===== config.mk =====
export PLATFORM = sky130hd
export DESIGN_NAME = intersection_phase_scheduler_flat
export DESIGN_NICKNAME = d
export VERILOG_FILES = /design/src/rtl/intersection_phase_scheduler_if.sv /design/src/rtl/intersection_phase_scheduler.sv /design/src/flat_wrapper.sv
export SDC_FILE = /design/constraint.sdc
export NUM_CORES = 1
export LEC_CHECK = 0
export BUFFER_PORTS_ARGS = -buffer_cell sky130_fd_sc_hd__buf_2
export CAP_MARGIN = 40
export CORE_ASPECT_RATIO = 0.9
export CORE_UTILIZATION = 44
export CTS_BUF_LIST = sky130_fd_sc_hd__clkbuf_16
export DETAILED_ROUTE_END_ITERATION = 16
export MAX_ROUTING_LAYER = met4
export PLACE_DENSITY = 0.6
export REMOVE_ABC_BUFFERS = 1
export SYNTH_ARGS = -nofsm -noshare
export SYNTH_HDL_FRONTEND = slang
export SYNTH_SLANG_ARGS = --single-unit

===== constraint.sdc =====
create_clock -name clock -period 3.06 [get_ports clock]
set_clock_uncertainty 0.2 [all_clocks]
set_input_delay 0.153 -clock clock [delete_from_list [all_inputs] [get_ports clock]]
set_output_delay 0.153 -clock clock [all_outputs]
set_load 0.01 [all_outputs]

===== src/rtl/intersection_phase_scheduler_if.sv =====
// Signal bundle between the intersection phase scheduler and its environment:
// car sensors in, signal heads and phase status out.
interface intersection_phase_scheduler_if;
    logic [3:0] car_req;
    logic [7:0] sig;
    logic [1:0] active;
    logic       phase_done;

    modport master (output car_req, input sig, input active, input phase_done);
    modport slave  (input car_req, output sig, output active, output phase_done);
endinterface


===== src/rtl/intersection_phase_scheduler.sv =====
// Round-robin phase scheduler for a 4-approach intersection: GREEN -> YELLOW ->
// ALLRED -> GREEN with min/max green, yellow and clearance timing in cycles.
module intersection_phase_scheduler #(
    parameter int MIN_GREEN = 8,
    parameter int MAX_GREEN = 32,
    parameter int Y2RDELAY  = 3,
    parameter int R2GDELAY  = 2
) (
    input  logic clock,
    input  logic clear,
    intersection_phase_scheduler_if.slave bus
);
    localparam int MAX_GY = (MAX_GREEN > Y2RDELAY) ? MAX_GREEN : Y2RDELAY;
    localparam int MAX_D  = (MAX_GY > R2GDELAY) ? MAX_GY : R2GDELAY;
    localparam int CNT_W  = $clog2(MAX_D + 1);

    localparam logic [CNT_W-1:0] MIN_LAST = CNT_W'(MIN_GREEN - 1);
    localparam logic [CNT_W-1:0] MAX_LAST = CNT_W'(MAX_GREEN - 1);
    localparam logic [CNT_W-1:0] Y_LAST   = CNT_W'(Y2RDELAY - 1);
    localparam logic [CNT_W-1:0] R_LAST   = CNT_W'(R2GDELAY - 1);

    localparam logic [1:0] HEAD_RED    = 2'd0;
    localparam logic [1:0] HEAD_YELLOW = 2'd1;
    localparam logic [1:0] HEAD_GREEN  = 2'd2;

    typedef enum logic [1:0] {
        ST_GREEN  = 2'd0,
        ST_YELLOW = 2'd1,
        ST_ALLRED = 2'd2
    } state_t;

    state_t           state, state_nxt;
    logic [CNT_W-1:0] cnt, cnt_nxt;
    logic [1:0]       active, active_nxt;
    logic [1:0]       next_app, next_app_nxt;
    logic [7:0]       sig, sig_nxt;
    logic             phase_done, phase_done_nxt;
    logic             other_req, yield_now, found;
    logic [1:0]       scan_idx;

    function automatic logic [7:0] head_sig(input logic [1:0] idx, input logic [1:0] code);
        head_sig = {6'b0, code} << {idx, 1'b0};
    endfunction

    always_ff @(posedge clock) begin
        if (clear) begin
            state      <= ST_GREEN;
            cnt        <= '0;
            active     <= 2'd0;
            next_app   <= 2'd0;
            sig        <= head_sig(2'd0, HEAD_GREEN);
            phase_done <= 1'b0;
        end else begin
            state      <= state_nxt;
            cnt        <= cnt_nxt;
            active     <= active_nxt;
            next_app   <= next_app_nxt;
            sig        <= sig_nxt;
            phase_done <= phase_done_nxt;
        end
    end

    always_comb begin
        state_nxt      = state;
        cnt_nxt        = cnt;
        active_nxt     = active;
        next_app_nxt   = next_app;
        sig_nxt        = sig;
        phase_done_nxt = 1'b0;
        found          = 1'b0;
        scan_idx       = active;

        // The serving approach's own sensor only extends its green, never competes.
        other_req = |(bus.car_req & ~(4'b0001 << active));
        yield_now = other_req &&
                    (((cnt >= MIN_LAST) && !bus.car_req[active]) || (cnt == MAX_LAST));

        case (state)
            ST_GREEN: begin
                if (yield_now) begin
                    state_nxt = ST_YELLOW;
                    cnt_nxt   = '0;
                    sig_nxt   = head_sig(active, HEAD_YELLOW);
                    for (int k = 1; k < 4; k++) begin
                        scan_idx = active + 2'(k);
                        if (!found && bus.car_req[scan_idx]) begin
                            next_app_nxt = scan_idx;
                            found        = 1'b1;
                        end
                    end
                end else if (cnt != MAX_LAST) begin
                    cnt_nxt = cnt + 1'b1;
                end
            end
            ST_YELLOW: begin
                if (cnt == Y_LAST) begin
                    state_nxt = ST_ALLRED;
                    cnt_nxt   = '0;
                    sig_nxt   = 8'h00;
                end else begin
                    cnt_nxt = cnt + 1'b1;
                end
            end
            ST_ALLRED: begin
                if (cnt == R_LAST) begin
                    state_nxt      = ST_GREEN;
                    cnt_nxt        = '0;
                    active_nxt     = next_app;
                    sig_nxt        = head_sig(next_app, HEAD_GREEN);
                    phase_done_nxt = 1'b1;
                end else begin
                    cnt_nxt = cnt + 1'b1;
                end
            end
            default: begin
                state_nxt  = ST_GREEN;
                cnt_nxt    = '0;
                active_nxt = 2'd0;
                sig_nxt    = head_sig(2'd0, HEAD_GREEN);
            end
        endcase
    end

    assign bus.sig        = sig;
    assign bus.active     = active;
    assign bus.phase_done = phase_done;

    logic unused_red;
    assign unused_red = |HEAD_RED;
endmodule


===== src/flat_wrapper.sv =====
// flat-port wrapper written by rule: the top's interface ports become plain ports
module intersection_phase_scheduler_flat 
#(
    parameter int MIN_GREEN = 8,
    parameter int MAX_GREEN = 32,
    parameter int Y2RDELAY  = 3,
    parameter int R2GDELAY  = 2
)
  (clock, clear, bus_car_req, bus_sig, bus_active, bus_phase_done);
  intersection_phase_scheduler_if bus_i ();
  input  logic clock;
  input  logic clear;
  input wire logic [$bits(bus_i.car_req)-1:0] bus_car_req;
  output wire logic [$bits(bus_i.sig)-1:0] bus_sig;
  output wire logic [$bits(bus_i.active)-1:0] bus_active;
  output wire logic [$bits(bus_i.phase_done)-1:0] bus_phase_done;
  assign bus_i.car_req = bus_car_req;
  assign bus_sig = bus_i.sig;
  assign bus_active = bus_i.active;
  assign bus_phase_done = bus_i.phase_done;
  intersection_phase_scheduler #(.MIN_GREEN(MIN_GREEN), .MAX_GREEN(MAX_GREEN), .Y2RDELAY(Y2RDELAY), .R2GDELAY(R2GDELAY)) u_core (.clock(clock), .clear(clear), .bus(bus_i));
endmodule

==> reports/qor.yml, run 1 <==
global_routing:
  grt_usage: 0.211
  grt_pass1_vias: 1021
  antenna_found_initial: 0
  overflow: 0
  grt_max_degree: 24
  grt_pass1_wl_um: 4680
detailed_routing:
  drt_iter0_drc: 32
  first_pass_iters: 4
  antenna_left: 0
  viasPerCell: 5.55
  drt-total-wl_um: 2730
  vias: 1104
  avgRoutedWirePerCell_um: 13.7
  drc: 0
cts:
  cts_tree: "built"
  cts-resized-gates: 0
  insertion_delay_ns: 0.25
  clock-sinks: 21
  cts_buffers: 3
  holdBufCountCts: 0
  htree_levels: 1
  cts-root-buf: "clkbuf_16"
  clockBufferDepth: 2
  post_cts_buffers: 0
  clk_pin_slew_ns: 0.06
yosys:
  async_flop_share: 0
  yosys.area_share.simple: 0.222
  netlist_area_um2: 1300
  yosysSeqAreaShare: 0.324
  synth_compound_area_frac: 0.199
  synth.distinct_cells: 46
  synth_top_family_by_area: "simple AND/OR/NAND/NOR gates"
  ys.flop_type: "dfxtp_1"
  postSynthAreaPerCell_um2: 9.06
  synth_xor_area_frac: 0.0338
  syn_inst: 143
  yosys_warnings: 0
  synth-adder-area-share: 0.0676
  ys_ff_latch: 21
  synth.area.mux_share: 0.112
  synth_edf_count: 0
sta:
  hold_viol: 0
  maxSlewHeadroom: 0.513
  final_max_slew_viol_count: 0
  fin_hold_ws_ns: 0.101
  fin_setup_tns_ns: 0
  period_share: 0.878
  fmax_mhz: 372
  setup_violations: 0
  rsz0062_at_grt: "false"
  tightest_slew_ns: 0.728
  min_period_ns: 2.69
critical_path:
  slowest_stage: "mux4_2"
  path_cells: "inv_1, ha_1, mux4_2, or3_1, nand4_1, mux2i_1, nor2_1"
  path_class: "reg2reg"
  regToRegSetupSlack_ns: 0.37
  cp_top_family: "multiplexers"
  crit_buf_inv: 1
  start_kind: "flop"
  critPathArrivalTime_ns: 2.62
  required_ns: 2.99
  cp_max_fo: 6
  crit_path_end_kind: "flop"
  slowest_delay_ns: 0.58
floorplan:
  io_pins: 17
  die_w_um: 59.2
  core.rowCount: 18
  core_area_um2: 2770
  die_h_um: 53.5
  start_util: 0.468
  die_area_um2: 3170
power_and_ir_drop:
  irDropWorstVdd_mv: 0.410
  p_leak_nw: 0.584
  pwr_density_cell_nw_per_um2: 410
final_layout:
  instances_no_fill: 199
  drive_above_1_share: 0.182
  final_cell_area_um2: 1490
  fin_nets: 173
  synthToLayoutAreaGrowth_pct: 15.0
  fill_cells: 276
  n_antenna_cell: 0
place:
  place_inst: 195
  gp_congestion: 0.880
  placed_area_um2: 1410
  dp_hpwl_um: 2030
  portBuffers: 16
min_path:
  hold_class: "in2reg"
job:
  drv_cap: 0
outcome:
  status: "completed"
[worst reg2reg max path, stage by stage (launching register included)]
cell and delay (ns):
dfxtp_1 0.45, inv_1 0.11, ha_1 0.41, mux4_2 0.58, or3_1 0.39, nand4_1 0.16
mux2i_1 0.22, nor2_1 0.05
[area by class of cell]
cell class,count,area [µm²],share of cell area
multi-input cells,110,822,0.552
flip-flops and latches,21,420,0.282
repair buffers,18,95.1,0.0638
clock buffers,3,75.1,0.0504
well taps,40,50.0,0.0336
inverters,6,22.5,0.0151
clock inverters,1,5.00,0.00336
[cells in the final DEF, fill, tap and decap left out, types with 4 or more instances in the layout]
cell / n
inv_1: 6
mux2i_1: 4
xnor2_1: 4
nor2b_1: 4
a21oi_1: 10
dfxtp_1: 21
nand2_1: 9
o21ai_0: 9
buf_2: 16
nand2b_1: 4
ha_1: 7
nor2_1: 11
[synth_stat cells, types with 2 or more instances]
master    number  area share
clkbuf_1       4       0.012
inv_1          6       0.017
or4_1          2       0.012
a21oi_1       10       0.039
mux4_2         3       0.052
nor3b_1        3       0.017
o31ai_1        3       0.017
ha_1           7       0.068
xnor2_1        4       0.027
and3_1         3       0.014
nor3_1         3       0.012
nor2_1        11       0.032
dfxtp_1       21        0.32
mux2i_1        4       0.031
nand3_1        3       0.012
nor2b_1        4       0.019
o21ai_0        9       0.035
nand2_1        9       0.026
a21boi_1       2       0.012
nand4_1        2      0.0097
nand2b_1       4       0.019
a21o_1         2       0.012
[layer usage]
metal,wire (µm),part of all wire,GRT usage,up-vias
met2,1320,0.48,0.341,15
li1,-,-,-,560
met3,62,0.023,0.0440,7
met1,1300,0.48,0.255,522
met4,49,0.018,0.0913,0
met5,0,0,-,-
[sequential cells by signal, summed over array words and instances, names as in the netlist]
name and flops:
u_core.bus.phase_done 1, u_core.next_app 2, u_core.state 2, u_core.bus.active 2, u_core.cnt 6, u_core.bus.sig 8
[power by group]
group / internal, mW / total (mW) / switching (mW) / leakage (nW)
Clock: 0.175 / 0.275 / 0.100 / 0.0409
Sequential: 0.278 / 0.285 / 0.00697 / 0.170
Combinational: 0.0221 / 0.0506 / 0.0285 / 0.374
Total: 0.475 / 0.611 / 0.135 / 0.584
[per-stage QoR]
| stage | util | setup WS (ns) | power, mW |
|---|---|---|---|
| floorplan | - | 0.303 | 0.322 |
| CTS | 0.538 | 0.330 | 0.617 |
| global route | 0.538 | 0.0483 | 0.637 |
| finish | 0.538 | 0.374 | 0.611 |
| detailed placement | 0.509 | 0.355 | 0.341 |
| global placement | 0.509 | 0.437 | 0.340 |
[logic make-up after synthesis]
logic type                 after synthesis
DFF                                     21
muxes                                    9
buffers and inverters                   12
and+or+nand+nor                         51
adders and majority gates                7
AOI/OAI and AO/OA                       38
xor gates and xnor gates                 5
[path summary, 6_finish.rpt]
kind,depth (start not counted),end,start
worst max-delay path,7,u_core.next_app[0]$_SDFFE_PP0P_,u_core.bus.active[0]$_SDFFE_PP0P_
worst min-delay path,2,u_core.state[1]$_SDFFE_PP0P_,clear
worst max register to register,7,u_core.next_app[0]$_SDFFE_PP0P_,u_core.bus.active[0]$_SDFFE_PP0P_
worst min register to register,2,u_core.bus.sig[3]$_SDFFE_PP0P_,u_core.bus.sig[3]$_SDFFE_PP0P_
No activity file was read; power rests on OpenSTA's default activity.
==> inputs of run 2 (changes only) <==
- CORE_ASPECT_RATIO: 0.9 -> 1.5
- GPL_TIMING_DRIVEN: not set -> 0
==> run 2 against run 1 <==
Compared with the run above: non-clock buffer count is 2 lower; combinational power down 0.8%; sequential share of layout area up 0.42 points; count of clock-buffer cells in the layout unchanged; register-to-register slack got worse by 0.098 ns; critical path type unchanged; largest cell class unchanged; largest power group unchanged.
==> reports/qor.yml, run 2 (synthesis results as in run 1) <==
cts:
  cts_tree: "built"  # unchanged
  clockBufferDepth: 2  # unchanged
  holdBufCountCts: 0  # unchanged
  clock-sinks: 21  # unchanged
  cts_buffers: 3  # unchanged
  cts-root-buf: "clkbuf_16"  # unchanged
  clk_pin_slew_ns: 0.06  # about the same
  htree_levels: 1  # unchanged
  insertion_delay_ns: 0.25  # about the same
min_path:
  hp-start: "clear"  # unchanged
  hold_class: "in2reg"  # unchanged
  holdPathStages: 2  # unchanged
  min_to: "u_core.state[0]$_SDFFE_PP0P_"  # was u_core.state[1]$_SDFFE_PP0P_
outcome:
  status: "completed"  # unchanged
sta:
  rsz0062_at_grt: "false"  # unchanged
  tightest_slew_ns: 0.655  # was 0.728 ns
  hold_viol: 0  # unchanged
  period_share: 0.910  # was 0.878
  fin_setup_tns_ns: 0  # unchanged
  min_period_ns: 2.78  # was 2.69 ns
  final_max_slew_viol_count: 0  # unchanged
  fmax_mhz: 359  # was 372 MHz
  maxSlewHeadroom: 0.563  # was 0.513
  setup_violations: 0  # unchanged
final_layout:
  largestRegisters: "u_core.bus.sig: 8 flops, u_core.cnt: 6 flops"  # unchanged
  final_cell_mix: "20 x dfxtp_1, 16 x buf_2, 11 x nor2_1"  # was 21 x dfxtp_1, 16 x buf_2, 11 x nor2_1
  drive_above_1_share: 0.178  # was 0.182
  synthToLayoutAreaGrowth_pct: 13.6  # was 15.0%
  regMostFlops: "u_core.bus.sig"  # unchanged
  mostFrequentLayoutCell: "dfxtp_1"  # unchanged
  fill_cells: 250  # was 276
  n_antenna_cell: 0  # unchanged
  largest_reg_flops: 8  # unchanged
  instances_no_fill: 194  # was 199
  fin_nets: 171  # was 173
detailed_routing:
  vias: 1113  # was 1104
  avgRoutedWirePerCell_um: 13.6  # was 13.7 µm
  drt-total-wl_um: 2640  # was 2730 µm
  first_pass_iters: 4  # unchanged
  drt_iter0_drc: 35  # was 32
  drc: 0  # unchanged
  antenna_left: 0  # unchanged
  viasPerCell: 5.74  # was 5.55
critical_path:
  rr_startpoint: "u_core.bus.active[1]$_SDFFE_PP0P_"  # was u_core.bus.active[0]$_SDFFE_PP0P_
  start_kind: "flop"  # unchanged
  cp.depth: 7  # unchanged
  slowest_delay_ns: 0.57  # was 0.58 ns
  cp_max_fo: 10  # was 6
  slowest_stage: "mux4_2"  # unchanged
  path_cells: "inv_1, ha_1, mux4_2, or3_1, nand4_1, nor3_1, a211oi_1"  # was inv_1, ha_1, mux4_2, or3_1, nand4_1, mux2i_1, nor2_1
  rr_worst_depth: 7  # unchanged
  required_ns: 3.03  # was 2.99 ns
  cp_top_family: "simple AND/OR/NAND/NOR gates"  # was multiplexers
  regToRegSetupSlack_ns: 0.28  # was 0.37 ns
  r2r-end: "u_core.next_app[1]$_SDFFE_PP0P_"  # was u_core.next_app[0]$_SDFFE_PP0P_
  critPathArrivalTime_ns: 2.75  # was 2.62 ns
  crit_path_end_kind: "flop"  # unchanged
  crit_buf_inv: 1  # unchanged
  path_class: "reg2reg"  # unchanged
power_and_ir_drop:
  seqPwrFrac: 0.466  # about the same
  pwr_density_cell_nw_per_um2: 415  # was 410 nW/µm²
  p_sw_frac: 0.221  # was 0.222
  clkPwrFrac: 0.452  # was 0.451
  p_sw_uw: 135  # about the same
  power_uw: 611  # about the same
  p_leak_nw: 0.574  # was 0.584 nW
  irDropWorstVdd_mv: 0.353  # was 0.410 mV
  p_int_uw: 475  # about the same
  combPwrFrac: 0.082  # was 0.083
floorplan:
  core.rowCount: 23  # was 18
  die_h_um: 68.5  # was 53.5 µm
  core_area_um2: 2730  # was 2770 µm²
  die_w_um: 46.3  # was 59.2 µm
  start_util: 0.474  # was 0.468
  io_pins: 17  # unchanged
  die_area_um2: 3170  # about the same
global_routing:
  grt_pass1_vias: 989  # was 1021
  grt_max_degree: 24  # unchanged
  grt_pass1_wl_um: 4440  # was 4680 µm
  antenna_found_initial: 0  # unchanged
  grt_usage: 0.195  # was 0.211
  overflow: 0  # unchanged
place:
  portBuffers: 16  # unchanged
  dp_hpwl_um: 1910  # was 2030 µm
  place_inst: 190  # was 195
  gp_congestion: 0.724  # was 0.880
job:
  drv_cap: 0  # unchanged
-- run 2: cell types whose count changed in the layout (fill, tap and decap cells not counted), sizes merged --
cell	change
buf	-2
-- run 2: area by class of cell --
cell class	instances	area (µm²)	share of cell area
clock buffers	3	75.1	0.0510
inverters	6	22.5	0.0153
repair buffers	16	80.1	0.0544
flip-flops and latches	21	422	0.286
well taps	37	46.3	0.0314
clock inverters	1	5.00	0.00340
multi-input cells	110	822	0.558
-- run 2: worst max-delay path by stage --
stage	end	start
2_1_floorplan	u_core.next_app[0]$_SDFFE_PP0P_	u_core.bus.active[0]$_SDFFE_PP0P_
3_3_place_gp	u_core.next_app[1]$_SDFFE_PP0P_	u_core.bus.active[0]$_SDFFE_PP0P_
3_5_place_dp	u_core.next_app[1]$_SDFFE_PP0P_	u_core.bus.active[0]$_SDFFE_PP0P_
4_1_cts	u_core.next_app[1]$_SDFFE_PP0P_	u_core.bus.active[0]$_SDFFE_PP0P_
5_1_grt	u_core.cnt[4]$_SDFFE_PP0P_	u_core.cnt[0]$_SDFFE_PP0P_
6_report	u_core.next_app[1]$_SDFFE_PP0P_	u_core.bus.active[1]$_SDFFE_PP0P_
-- run 2: metal layers --
layer	vias up	global-route usage	routed length, µm
met5	-	-	0
met4	0	0.0551	15
met3	2	0.0237	40
met2	16	0.330	1420
met1	538	0.234	1170
li1	557	-	-
-- run 2: through the flow --
| step | setup slack (ns) | cell area, µm² | hold slack, ns | util |
|---|---|---|---|---|
| floorplan | 0.303 | 1260 | 0.0221 | - |
| global placement | 0.150 | 1390 | 0.256 | 0.509 |
| detailed placement | 0.0681 | 1390 | 0.264 | 0.509 |
| CTS | 0.0559 | 1470 | 0.0978 | 0.538 |
| global route | 0.0236 | 1470 | 0.128 | 0.539 |
| finish | 0.276 | 1470 | 0.0985 | 0.539 |
-- run 2: power groups by stage --
stage               clock network, mW  registers [mW]  logic (mW)
finish                          0.276           0.285      0.0502
global route                    0.293           0.286      0.0562
CTS                             0.281           0.285      0.0501
detailed placement                  0           0.291      0.0498
global placement                    0           0.290      0.0482
floorplan                           0           0.289      0.0326
-- run 2: what timing repair did --
action | 4_1_cts | 5_1_grt
setup endpoints to repair | 0 | 2
resized for setup | 0 | 1
buffers inserted | 0 | 0
==> inputs of run 3 (changes only) <==
- clock period: 3.06 -> 2.57 ns (I/O delays scaled with it)
==> run 3 against run 2 <==
Compared with the run above: via count increased by 3.0%; non-clock buffer count grew 6; critical path type unchanged; worst setup slack got worse by 0.17 ns; maximum frequency is 13% higher; critical endpoint is now u_core.bus.sig[7]$_SDFFE_PP0P_; register-to-register slack got worse by 0.17 ns.
==> reports/qor.yml, run 3 (synthesis results as in run 1) <==
outcome:
  status: "completed"  # unchanged
sta:
  final_max_slew_viol_count: 0  # unchanged
  tightest_slew_ns: 0.439  # was 0.655 ns
  setup_violations: 0  # unchanged
  period_share: 0.958  # was 0.910
  min_period_ns: 2.46  # was 2.78 ns
  hold_viol: 0  # unchanged
  rsz0062_at_grt: "true"  # was false
  fmax_mhz: 406  # was 359 MHz
  fin_hold_ws_ns: 0.0788  # was 0.0985 ns
  fin_setup_tns_ns: 0  # unchanged
  maxSlewHeadroom: 0.706  # was 0.563
detailed_routing:
  viasPerCell: 5.73  # was 5.74
  drt_iter0_drc: 35  # unchanged
  first_pass_iters: 4  # unchanged
  antenna_left: 0  # unchanged
  vias: 1146  # was 1113
  drc: 0  # unchanged
  drt-total-wl_um: 2730  # was 2640 µm
  avgRoutedWirePerCell_um: 13.7  # was 13.6 µm
final_layout:
  regMostFlops: "u_core.bus.sig"  # unchanged
  fill_cells: 243  # was 250
  final_cell_mix: "19 x dfxtp_1, 16 x buf_2, 11 x nor2_1"  # was 20 x dfxtp_1, 16 x buf_2, 11 x nor2_1
  seqCellArea_um2: 428  # was 422 µm²
  largestRegisters: "u_core.bus.sig: 8 flops, u_core.cnt: 6 flops"  # unchanged
  largest_reg_flops: 8  # unchanged
  multi_input_area_um2: 847  # was 822 µm²
  utilization: 0.567  # was 0.539
  synthToLayoutAreaGrowth_pct: 19.5  # was 13.6%
  fin_nets: 177  # was 171
  n_antenna_cell: 0  # unchanged
  mostFrequentLayoutCell: "dfxtp_1"  # unchanged
  drive_above_1_share: 0.227  # was 0.178
job:
  drv_cap: 0  # unchanged
global_routing:
  antenna_found_initial: 0  # unchanged
  overflow: 0  # unchanged
  grt_pass1_wl_um: 4510  # was 4440 µm
  grtUsageMet2: 0.339  # was 0.330
  grt.busiest_layer: "met2"  # unchanged
  grt_pass1_vias: 1013  # was 989
  grt_util_met3: 0.0237  # unchanged
  grtUsageMet1: 0.234  # unchanged
  grt_max_degree: 24  # unchanged
  grt_usage: 0.197  # was 0.195
floorplan:
  core_area_um2: 2730  # unchanged
  core.rowCount: 23  # unchanged
  die_area_um2: 3170  # unchanged
  io_pins: 17  # unchanged
  start_util: 0.474  # unchanged
  die_w_um: 46.3  # unchanged
  die_h_um: 68.5  # unchanged
min_path:
  hp-start: "clear"  # unchanged
  hold_class: "in2reg"  # unchanged
power_and_ir_drop:
  clkPwrFrac: 0.450  # was 0.452
  pwr_density_cell_nw_per_um2: 467  # was 415 nW/µm²
  p_leak_nw: 0.619  # was 0.574 nW
  p_sw_uw: 159  # was 135 µW
  combPwrFrac: 0.084  # was 0.082
  p_sw_frac: 0.220  # was 0.221
  p_int_uw: 564  # was 475 µW
  seqPwrFrac: 0.466  # about the same
  irDropWorstVdd_mv: 0.405  # was 0.353 mV
cts:
  insertion_delay_ns: 0.25  # about the same
  clock-sinks: 21  # unchanged
  clockBufferDepth: 2  # unchanged
  cts_tree: "built"  # unchanged
  clk_pin_slew_ns: 0.06  # about the same
  holdBufCountCts: 0  # unchanged
  htree_levels: 1  # unchanged
  cts_buffers: 3  # unchanged
  cts-root-buf: "clkbuf_16"  # unchanged
place:
  dp_hpwl_um: 1910  # unchanged
  portBuffers: 16  # unchanged
  gp_congestion: 0.724  # unchanged
critical_path:
  start_kind: "flop"  # unchanged
  crit_buf_inv: 1  # unchanged
  cp_max_fo: 11  # was 10
  required_ns: 2.55  # was 3.03 ns
  crit_path_end_kind: "flop"  # unchanged
  path_class: "reg2reg"  # unchanged
  crit_start: "u_core.bus.active[0]$_SDFFE_PP0P_"  # was u_core.bus.active[1]$_SDFFE_PP0P_
  critPathArrivalTime_ns: 2.45  # was 2.75 ns
  rr_startpoint: "u_core.bus.active[0]$_SDFFE_PP0P_"  # was u_core.bus.active[1]$_SDFFE_PP0P_
  cp_top_family: "compound AO/OA/AOI/OAI gates"  # was simple AND/OR/NAND/NOR gates
  slowest_stage: "mux4_2"  # unchanged
  slowest_delay_ns: 0.50  # was 0.57 ns
  path_cells: "buf_4, mux4_2, o2bb2ai_1, a21boi_4, or4_1, a21oi_1"  # was inv_1, ha_1, mux4_2, or3_1, nand4_1, nor3_1, a211oi_1
run 3: per-layer routing:
| layer | part of all wire | wire length, µm |
|---|---|---|
| met2 | 0.53 | 1450 |
| met1 | 0.42 | 1140 |
| met4 | 0.016 | 43 |
| met5 | 0 | 0 |
| met3 | 0.035 | 97 |
run 3: repair_timing:
item	CTS	global route
buffers inserted	3	3
resized for setup	7	2
pin swaps	0	2
setup endpoints to repair	10	7
run 3: power groups by stage:
stage | Combinational [mW] | Sequential [mW] | Clock, mW
floorplan | 0.0388 | 0.344 | 0
global placement | 0.0574 | 0.346 | 0
detailed placement | 0.0593 | 0.346 | 0
CTS | 0.0600 | 0.337 | 0.335
global route | 0.0684 | 0.338 | 0.350
finish | 0.0610 | 0.337 | 0.325
run 3: cell type report:
type	count	share of cell area
Timing Repair Buffer	22	0.0808
Tap cell	37	0.0299
Multi-Input combinational cell	110	0.547
Sequential cell	21	0.276
Clock inverter	1	0.00323
Inverter	6	0.0145
Clock buffer	3	0.0485
run 3: stage by stage:
step / setup slack, ns / cells / area [µm²] / power, mW
floorplan: -0.187 / 137 / 1260 / 0.383
global placement: -0.340 / 190 / 1390 / 0.403
detailed placement: -0.422 / 190 / 1390 / 0.406
CTS: 0.0653 / 197 / 1520 / 0.731
global route: -0.00966 / 200 / 1550 / 0.756
finish: 0.107 / 200 / 1550 / 0.723
run 3: final timing paths:
path | end | slack, ns | cells after the start
max | u_core.bus.sig[7]$_SDFFE_PP0P_ | 0.11 | 6
min | u_core.state[0]$_SDFFE_PP0P_ | 0.08 | 2
max reg2reg | u_core.bus.sig[7]$_SDFFE_PP0P_ | 0.11 | 6
min reg2reg | u_core.bus.sig[7]$_SDFFE_PP0P_ | 0.27 | 2
run 3: worst reg2reg max path, stage by stage, from the launching register on:
cell	delay, ns
dfxtp_4	0.37
buf_4	0.16
mux4_2	0.50
o2bb2ai_1	0.36
a21boi_4	0.16
or4_1	0.50
a21oi_1	0.14
